### config.mk
export PLATFORM = sky130hd
export DESIGN_NAME = mem_arbiter
export DESIGN_NICKNAME = d
export VERILOG_FILES = /design/src/rtl/type_pkg.sv /design/src/rtl/mem_arbiter.sv
export SDC_FILE = /design/constraint.sdc
export NUM_CORES = 1
export LEC_CHECK = 0
export BUFFER_PORTS_ARGS = -buffer_cell sky130_fd_sc_hd__buf_2
export CAP_MARGIN = 20
export CORE_AREA = 2 2 105 107
export CTS_BUF_LIST = sky130_fd_sc_hd__clkbuf_16
export CTS_CLUSTER_SIZE = 30
export DETAILED_ROUTE_END_ITERATION = 7
export DIE_AREA = 0 0 107 109
export HOLD_SLACK_MARGIN = 0.03
export MAX_ROUTING_LAYER = met4
export PLACE_DENSITY = 0.76
export SYNTH_ARGS = -nofsm -noshare
export SYNTH_HDL_FRONTEND = slang
export SYNTH_SLANG_ARGS = --single-unit
### constraint.sdc
create_clock -name clk -period 1.4 [get_ports clk]
set_input_delay 0.14 -clock clk [delete_from_list [all_inputs] [get_ports clk]]
set_output_delay 0.14 -clock clk [all_outputs]
set_load 0.05 [all_outputs]
### src/rtl/type_pkg.sv
// Shared bus types for the core memory subsystem, including the
// state encoding for the single-port memory arbiter.
package type_pkg;

  typedef logic [31:0] addr_t;
  typedef logic [31:0] data_t;
  typedef logic [3:0]  byte_en_t;

  typedef enum logic [1:0] {
    IDLE    = 2'd0,
    BUSY_IF = 2'd1,
    BUSY_LS = 2'd2
  } arb_state_t;

endpackage

### src/rtl/mem_arbiter.sv
// Arbitrates instruction fetch and load/store traffic onto one memory port.
// LSU has priority, but fetch is granted after STARVE_LIMIT consecutive LSU wins.
module mem_arbiter
  import type_pkg::*;
#(
  parameter int STARVE_LIMIT = 4
) (
  input  logic     clk,
  input  logic     rst,
  input  logic     if_valid,
  input  addr_t    if_addr,
  output logic     if_ready,
  output data_t    if_rdata,
  input  logic     ls_valid,
  input  addr_t    ls_addr,
  input  data_t    ls_wdata,
  input  byte_en_t ls_byte_en,
  output logic     ls_ready,
  output data_t    ls_rdata,
  output logic     mem_valid,
  output addr_t    mem_addr,
  output data_t    mem_wdata,
  output byte_en_t mem_byte_en,
  input  logic     mem_ready,
  input  data_t    mem_rdata
);

  localparam int SW = $clog2(STARVE_LIMIT + 1);
  localparam logic [SW-1:0] LIMIT_V = SW'(STARVE_LIMIT);

  arb_state_t     state, state_nxt;
  logic [SW-1:0]  streak, streak_nxt;
  addr_t          addr_nxt;
  data_t          wdata_nxt;
  byte_en_t       be_nxt;
  logic           grant_if, grant_ls;

  always_comb begin
    state_nxt  = state;
    streak_nxt = streak;
    addr_nxt   = mem_addr;
    wdata_nxt  = mem_wdata;
    be_nxt     = mem_byte_en;
    grant_if   = 1'b0;
    grant_ls   = 1'b0;
    case (state)
      IDLE: begin
        grant_if = if_valid && (!ls_valid || streak == LIMIT_V);
        grant_ls = ls_valid && !grant_if;
        if (grant_if) begin
          state_nxt  = BUSY_IF;
          addr_nxt   = if_addr;
          wdata_nxt  = '0;
          be_nxt     = '0;
          streak_nxt = '0;
        end else if (grant_ls) begin
          state_nxt = BUSY_LS;
          addr_nxt  = ls_addr;
          wdata_nxt = ls_wdata;
          be_nxt    = ls_byte_en;
          // Only LSU wins that make a waiting fetch wait longer count.
          if (!if_valid)
            streak_nxt = '0;
          else if (streak != LIMIT_V)
            streak_nxt = streak + SW'(1);
        end else begin
          streak_nxt = '0;
        end
      end
      BUSY_IF, BUSY_LS: begin
        if (mem_ready)
          state_nxt = IDLE;
      end
      default: state_nxt = IDLE;
    endcase
  end

  always_ff @(posedge clk) begin
    if (rst) begin
      state       <= IDLE;
      streak      <= '0;
      mem_addr    <= '0;
      mem_wdata   <= '0;
      mem_byte_en <= '0;
    end else begin
      state       <= state_nxt;
      streak      <= streak_nxt;
      mem_addr    <= addr_nxt;
      mem_wdata   <= wdata_nxt;
      mem_byte_en <= be_nxt;
    end
  end

  // Reset gates the outputs so an abandoned transaction never reports completion.
  assign mem_valid = (state != IDLE) && !rst;
  assign if_ready  = !rst && (state == BUSY_IF) && mem_ready;
  assign ls_ready  = !rst && (state == BUSY_LS) && mem_ready;
  assign if_rdata  = if_ready ? mem_rdata : '0;
  assign ls_rdata  = ls_ready ? mem_rdata : '0;

endmodule

==> results of run 1 <==
==> worst paths after layout <==
check,end,cells past startpoint,from,slack [ns]
worst max-delay path,ls_rdata[16],6,state[0],-0.39
worst min-delay path,mem_byte_en[1],3,ls_byte_en[1],0.06
worst max register to register,mem_addr[6],8,streak[1],-0.23
worst min register to register,mem_wdata[29],2,mem_wdata[29],0.45
==> report_power, final <==
group / leakage (nW) / internal (mW) / switching [mW] / total [mW]
combinational: 2.64 / 1.33 / 2.00 / 3.33
sequential: 0.604 / 2.30 / 0.125 / 2.43
clock: 0.150 / 1.35 / 0.870 / 2.22
==> placed cells by master, fill, tap and decap left out, drive strengths merged, types with 2 or more instances in the layout <==
master,instances
a21oi,38
a311oi,32
and2,64
and3b,2
buf,333
clkbuf,19
clkinv,3
dfxtp,73
ha,5
inv,9
nand2,36
nand3,32
nor2,34
o211ai,37
o21a,2
o21ai,35
==> area by class of cell <==
| class | count | area, µm² | share of cell area [%] |
|---|---|---|---|
| repair buffers | 343 | 2980 | 39.9 |
| multi-input cells | 329 | 2540 | 34.1 |
| flip-flops and latches | 73 | 1470 | 19.6 |
| clock buffers | 9 | 225 | 3.02 |
| well taps | 140 | 175 | 2.35 |
| clock inverters | 7 | 55.1 | 0.737 |
| inverters | 6 | 22.5 | 0.302 |
| diodes | 1 | 2.50 | 0.0335 |
==> critical path: cells and delay by family (launching register included) <==
family,cells,cell delay [ns]
and+or+nand+nor,2,0.44
adders and majority gates,1,0.16
buffers and inverters,3,0.35
DFF,1,0.35
==> sequential cells by signal (all words and copies together), names as in the netlist <==
name and cells:
mem_wdata 32, mem_addr 32, mem_byte_en 4, state 2, streak 3
==> per-layer routing <==
metal | vias up | global-route usage (%) | wire (µm)
met5 | - | - | 0
met4 | 0 | 11.6 | 431
met3 | 35 | 4.84 | 1490
met2 | 279 | 43.9 | 9060
met1 | 2423 | 33.2 | 7520
li1 | 2258 | - | -
==> cells by family (layout without fill, tap and decap cells) <==
group,Yosys count,after routing,synth area share (%)
and+or+nand+nor,174,174,23.0
AOI/OAI and AO/OA,148,149,28.9
DFF,73,73,38.1
buffers and inverters,57,365,8.12
adders and majority gates,5,5,1.63
muxes,1,1,0.294
other,0,1,0
==> per-stage QoR <==
stage               power (mW)  utilization (%)  hold slack [ns]  TNS [ns]  instance area, µm²
floorplan                 4.14                -            0.279    -0.403                3990
global placement          4.75             51.7            0.393     -4.18                5480
detailed placement        4.80             51.7            0.399     -9.36                5480
CTS                       7.50             63.3           0.0508    -28.43                6710
global route              8.24             70.5           0.0608    -38.86                7470
finish                    7.97             70.5           0.0604    -31.49                7470
==> repair_timing <==
action,4_1_cts,5_1_grt
pin swaps,16,55
endpoints found under the setup margin,139,140
resized for setup,174,109
setup buffers,8,24
cloned,13,12
==> run metrics, run 1 <==
Die Ht 109 µm; Async SR Flop Fraction 0%; Die X 107 µm; drt pass-1 iters 5; fin nets 904; largest net degree at the start of global routing 51; peak per-stage delay on the critical path 0.35 ns; Unique masters post-synth 36; CP cell instances inv_2 > ha_2 > and3b_2 > buf_12 > and2_2 > buf_6; ANT nets after route 0; status finished, violations left; Ports 272; WL/cell 20.4 µm; Pwr Density 1070 nW/µm²; Max Cap Violations 0; first-pass GRT wire length 24.0 mm; fmax 558 MHz; Clock Sinks 73; Post-Syn Area 3830 µm²; top-count cell post-synth dfxtp_1; Critical Path AT 1.65 ns; CP max-delay cell dfxtp_2; layout cells sized above 1 68.3%; WS Path Type flop to primary output; area leader, netlist dfxtp_1; Clock Latency Late Sink 0.33 ns; fin crit share 128%; quantity of I/O buffers inserted on ports 271; die area 11700 µm²; Fill cells 755; Yosys top cell area share 38.1%; commonest cells in the netlist dfxtp_1, and2_1, nand2_1; Cells after Synth 458; clock skew 0.00641 ns; final-report setup violation count 139; vias per cell 5.50; sequential area share after synthesis 38.1%; Post-synth EDFFs 0; Syn Area/Cell 8.37 µm²; Max H-tree Level 3; CTS tree done; top post-synthesis cells by area dfxtp_1, and2_1, a311oi_1, o211ai_1, nand3_1; initial core utilization 36.2%; Max Buffers Root-to-Sink 2; vias in the first global route 4615; Final GP Congestion 0.912; syn nets 600; Final Slew Violations 0; pre-CTS setup slack -0.144 ns; slack of the critical path -0.391 ns; Initial DRC Count 581; minimum clock period 1.79 ns; GR Overflow Total 0; Total Routing Usage GR 27.1%; synthesized flop and latch total 73; DP Cell Count 841; critical path required time 1.26 ns; Clock transition at path regs 0.06 ns; Post-CTS Hold Fix Bufs 0; Finished Layout Cells 908; synthesis-to-layout area growth 94.8%; Core Rows 38; failing checks setup timing; via count 4995; Worst Max-Slew Pin Slew 0.713 ns; RSZ-0062 raised after global routing yes; slew margin rel. 52.5%; cts bufs inserted 9; crit-path max FO 17; hold crit path type input port to flop; post-DP HPWL 9.80 mm; Core ar. 10600 µm²; initial antenna violation count 1; maximum vdd drop 0.654 mV; yosys warns 0; Worst setup SP type flop; clock root buffer clkbuf_16; critical path capture point type primary output; Lkg Pwr 3.40 nW; main flop type after synthesis dfxtp_1; drt total wl 18.5 mm; Final Hold Fails 0; Post-route DRC 0
Power figures use the tool's default switching activity.
==> run 2: changes to the inputs <==
--- a/config.mk
+++ b/config.mk
@@ -15,6 +15,7 @@
 export HOLD_SLACK_MARGIN = 0.03
 export MAX_ROUTING_LAYER = met4
 export PLACE_DENSITY = 0.76
+export SLEW_MARGIN = 20
 export SYNTH_ARGS = -nofsm -noshare
 export SYNTH_HDL_FRONTEND = slang
 export SYNTH_SLANG_ARGS = --single-unit
==> constraint.sdc (replaced) <==
create_clock -name clk -period 1.4 [get_ports clk]
set_input_delay 0.14 -clock clk [delete_from_list [all_inputs] [get_ports clk]]
set_output_delay 0.14 -clock clk [all_outputs]
set_load 0.02 [all_outputs]
==> run 2 against run 1 <==
- the flow still finishes with violations (setup timing)
- sequential share of layout area rose by 0.23 points
- fmax rose by 0.49%
- non-clock buffer count rose by 13
- critical endpoint is now if_rdata[25]
- largest cell class unchanged
- largest power group unchanged
==> run metrics, run 2 (same netlist as run 1, synthesis figures left out) <==
Finished Layout Cells 919; hold crit path type input port to flop; Fill cells 751; fmax 561 MHz; R2R Setup Slk -0.33 ns; WHS 0.0508 ns; Critical Path AT 1.64 ns; Clock Sinks 73; quantity of I/O buffers inserted on ports 271; Worst setup SP type flop; Clock transition at path regs 0.06 ns; final-report setup violation count 140; overall power 7.99 mW; Max H-tree Level 3; Buf/Inv on CP 3; minimum clock period 1.78 ns; vias per cell 5.57; initial core utilization 36.2%; post-route cell area 7380 µm²; beginning of the worst hold path ls_wdata[3]; Core Rows 38; RSZ-0062 raised after global routing yes; failing checks setup timing; Final GP Congestion 0.880; DP Cell Count 845; fin crit share 127%; cts bufs inserted 9; n_diodes 0; clock root buffer clkbuf_16; Max Cap Violations 0; vias in the first global route 4722; WS Path Type flop to primary output; maximum vdd drop 0.700 mV; FF-to-FF Start streak[0]; critical path capture point type primary output; Clock Latency Late Sink 0.33 ns; drt total wl 18.9 mm; CP cell instances inv_2 > ha_1 > and3b_1 > buf_12 > and2_1 > buf_4; synthesis-to-layout area growth 92.5%; layout cells sized above 1 65.2%; CP max-delay cell dfxtp_2; Post-DP Area 5440 µm²; clock skew 0.00510 ns; Post-route DRC 0; slew margin rel. 57.8%; Lkg Pwr 3.44 nW; most common cell after layout, fill and taps aside buf_2; Worst Max-Slew Pin Slew 0.633 ns; ANT nets after route 0; first-pass GRT wire length 24.2 mm; Core ar. 10600 µm²; Util after Layout 69.6%; crit-path max FO 33; status finished, violations left; Final Hold Fails 0; Max Buffers Root-to-Sink 2; fin nets 916; Critical Path Start state[1]; Reg area 1470 µm²; initial antenna violation count 0; crit-path leading delay family simple AND/OR/NAND/NOR gates; peak per-stage delay on the critical path 0.35 ns; drt pass-1 iters 5; largest net degree at the start of global routing 39; Die Ht 109 µm; Final Slew Violations 0; via count 5122; critical path required time 1.26 ns; Top Registers mem_addr x32, mem_wdata x32, mem_byte_en x4; post-DP HPWL 9.90 mm; Die X 107 µm; Post-CTS Hold Fix Bufs 0; most frequent cells in the layout buf_2, dfxtp_1, and2_1; Pwr Density 1080 nW/µm²; GR Overflow Total 0; Ports 272; Initial DRC Count 439; slack of the critical path -0.382 ns; die area 11700 µm²; area of the multi-input gates 2620 µm²; CTS tree done; Total Routing Usage GR 27.3%; WL/cell 20.5 µm
==> run 2: layout make-up <==
class	instances	area share, %
Timing Repair Buffer	356	37.7
Multi-Input combinational cell	328	35.4
Sequential cell	73	19.9
Clock buffer	9	3.05
Tap cell	140	2.37
Clock inverter	7	1.29
Inverter	6	0.305
==> run 2: metrics by stage <==
step,setup slack [ns],setup TNS (ns)
5_1_grt,-0.403,-43.05
3_5_place_dp,-0.124,-4.39
6_report,-0.382,-37.12
3_3_place_gp,-0.0239,-0.412
2_1_floorplan,-0.0122,-0.381
4_1_cts,-0.349,-27.07
==> run 2: worst min-delay path: stages <==
cell,delay [ns]
buf_2,0.10
o211ai_2,0.06
a21oi_2,0.05
==> run 2: path summary, 6_finish.rpt <==
kind | to | depth (start not counted)
setup / recovery | if_rdata[25] | 6
hold / removal | mem_wdata[3] | 3
hold reg to reg | mem_wdata[16] | 2
setup reg to reg | mem_addr[9] | 8
==> run 2: routing by layer <==
metal	share of wire, %	GRT usage (%)
met1	39	33.3
met3	7.9	5.50
met4	3.3	9.65
met2	50	45.2
met5	0	-
==> run 2: timing repair <==
| action | in CTS | in global routing |
|---|---|---|
| endpoints found under the setup margin | 135 | 140 |
| pin swaps | 22 | 104 |
| buffers inserted | 20 | 20 |
| gates cloned | 17 | 10 |
| gates resized for setup | 76 | 119 |
| hold endpoints to repair | 0 | 0 |
==> run 2: where the power goes <==
group	internal, mW	switching [mW]
sequential	2.30	0.159
clock	1.56	0.946
combinational	1.46	1.57
total	5.32	2.67
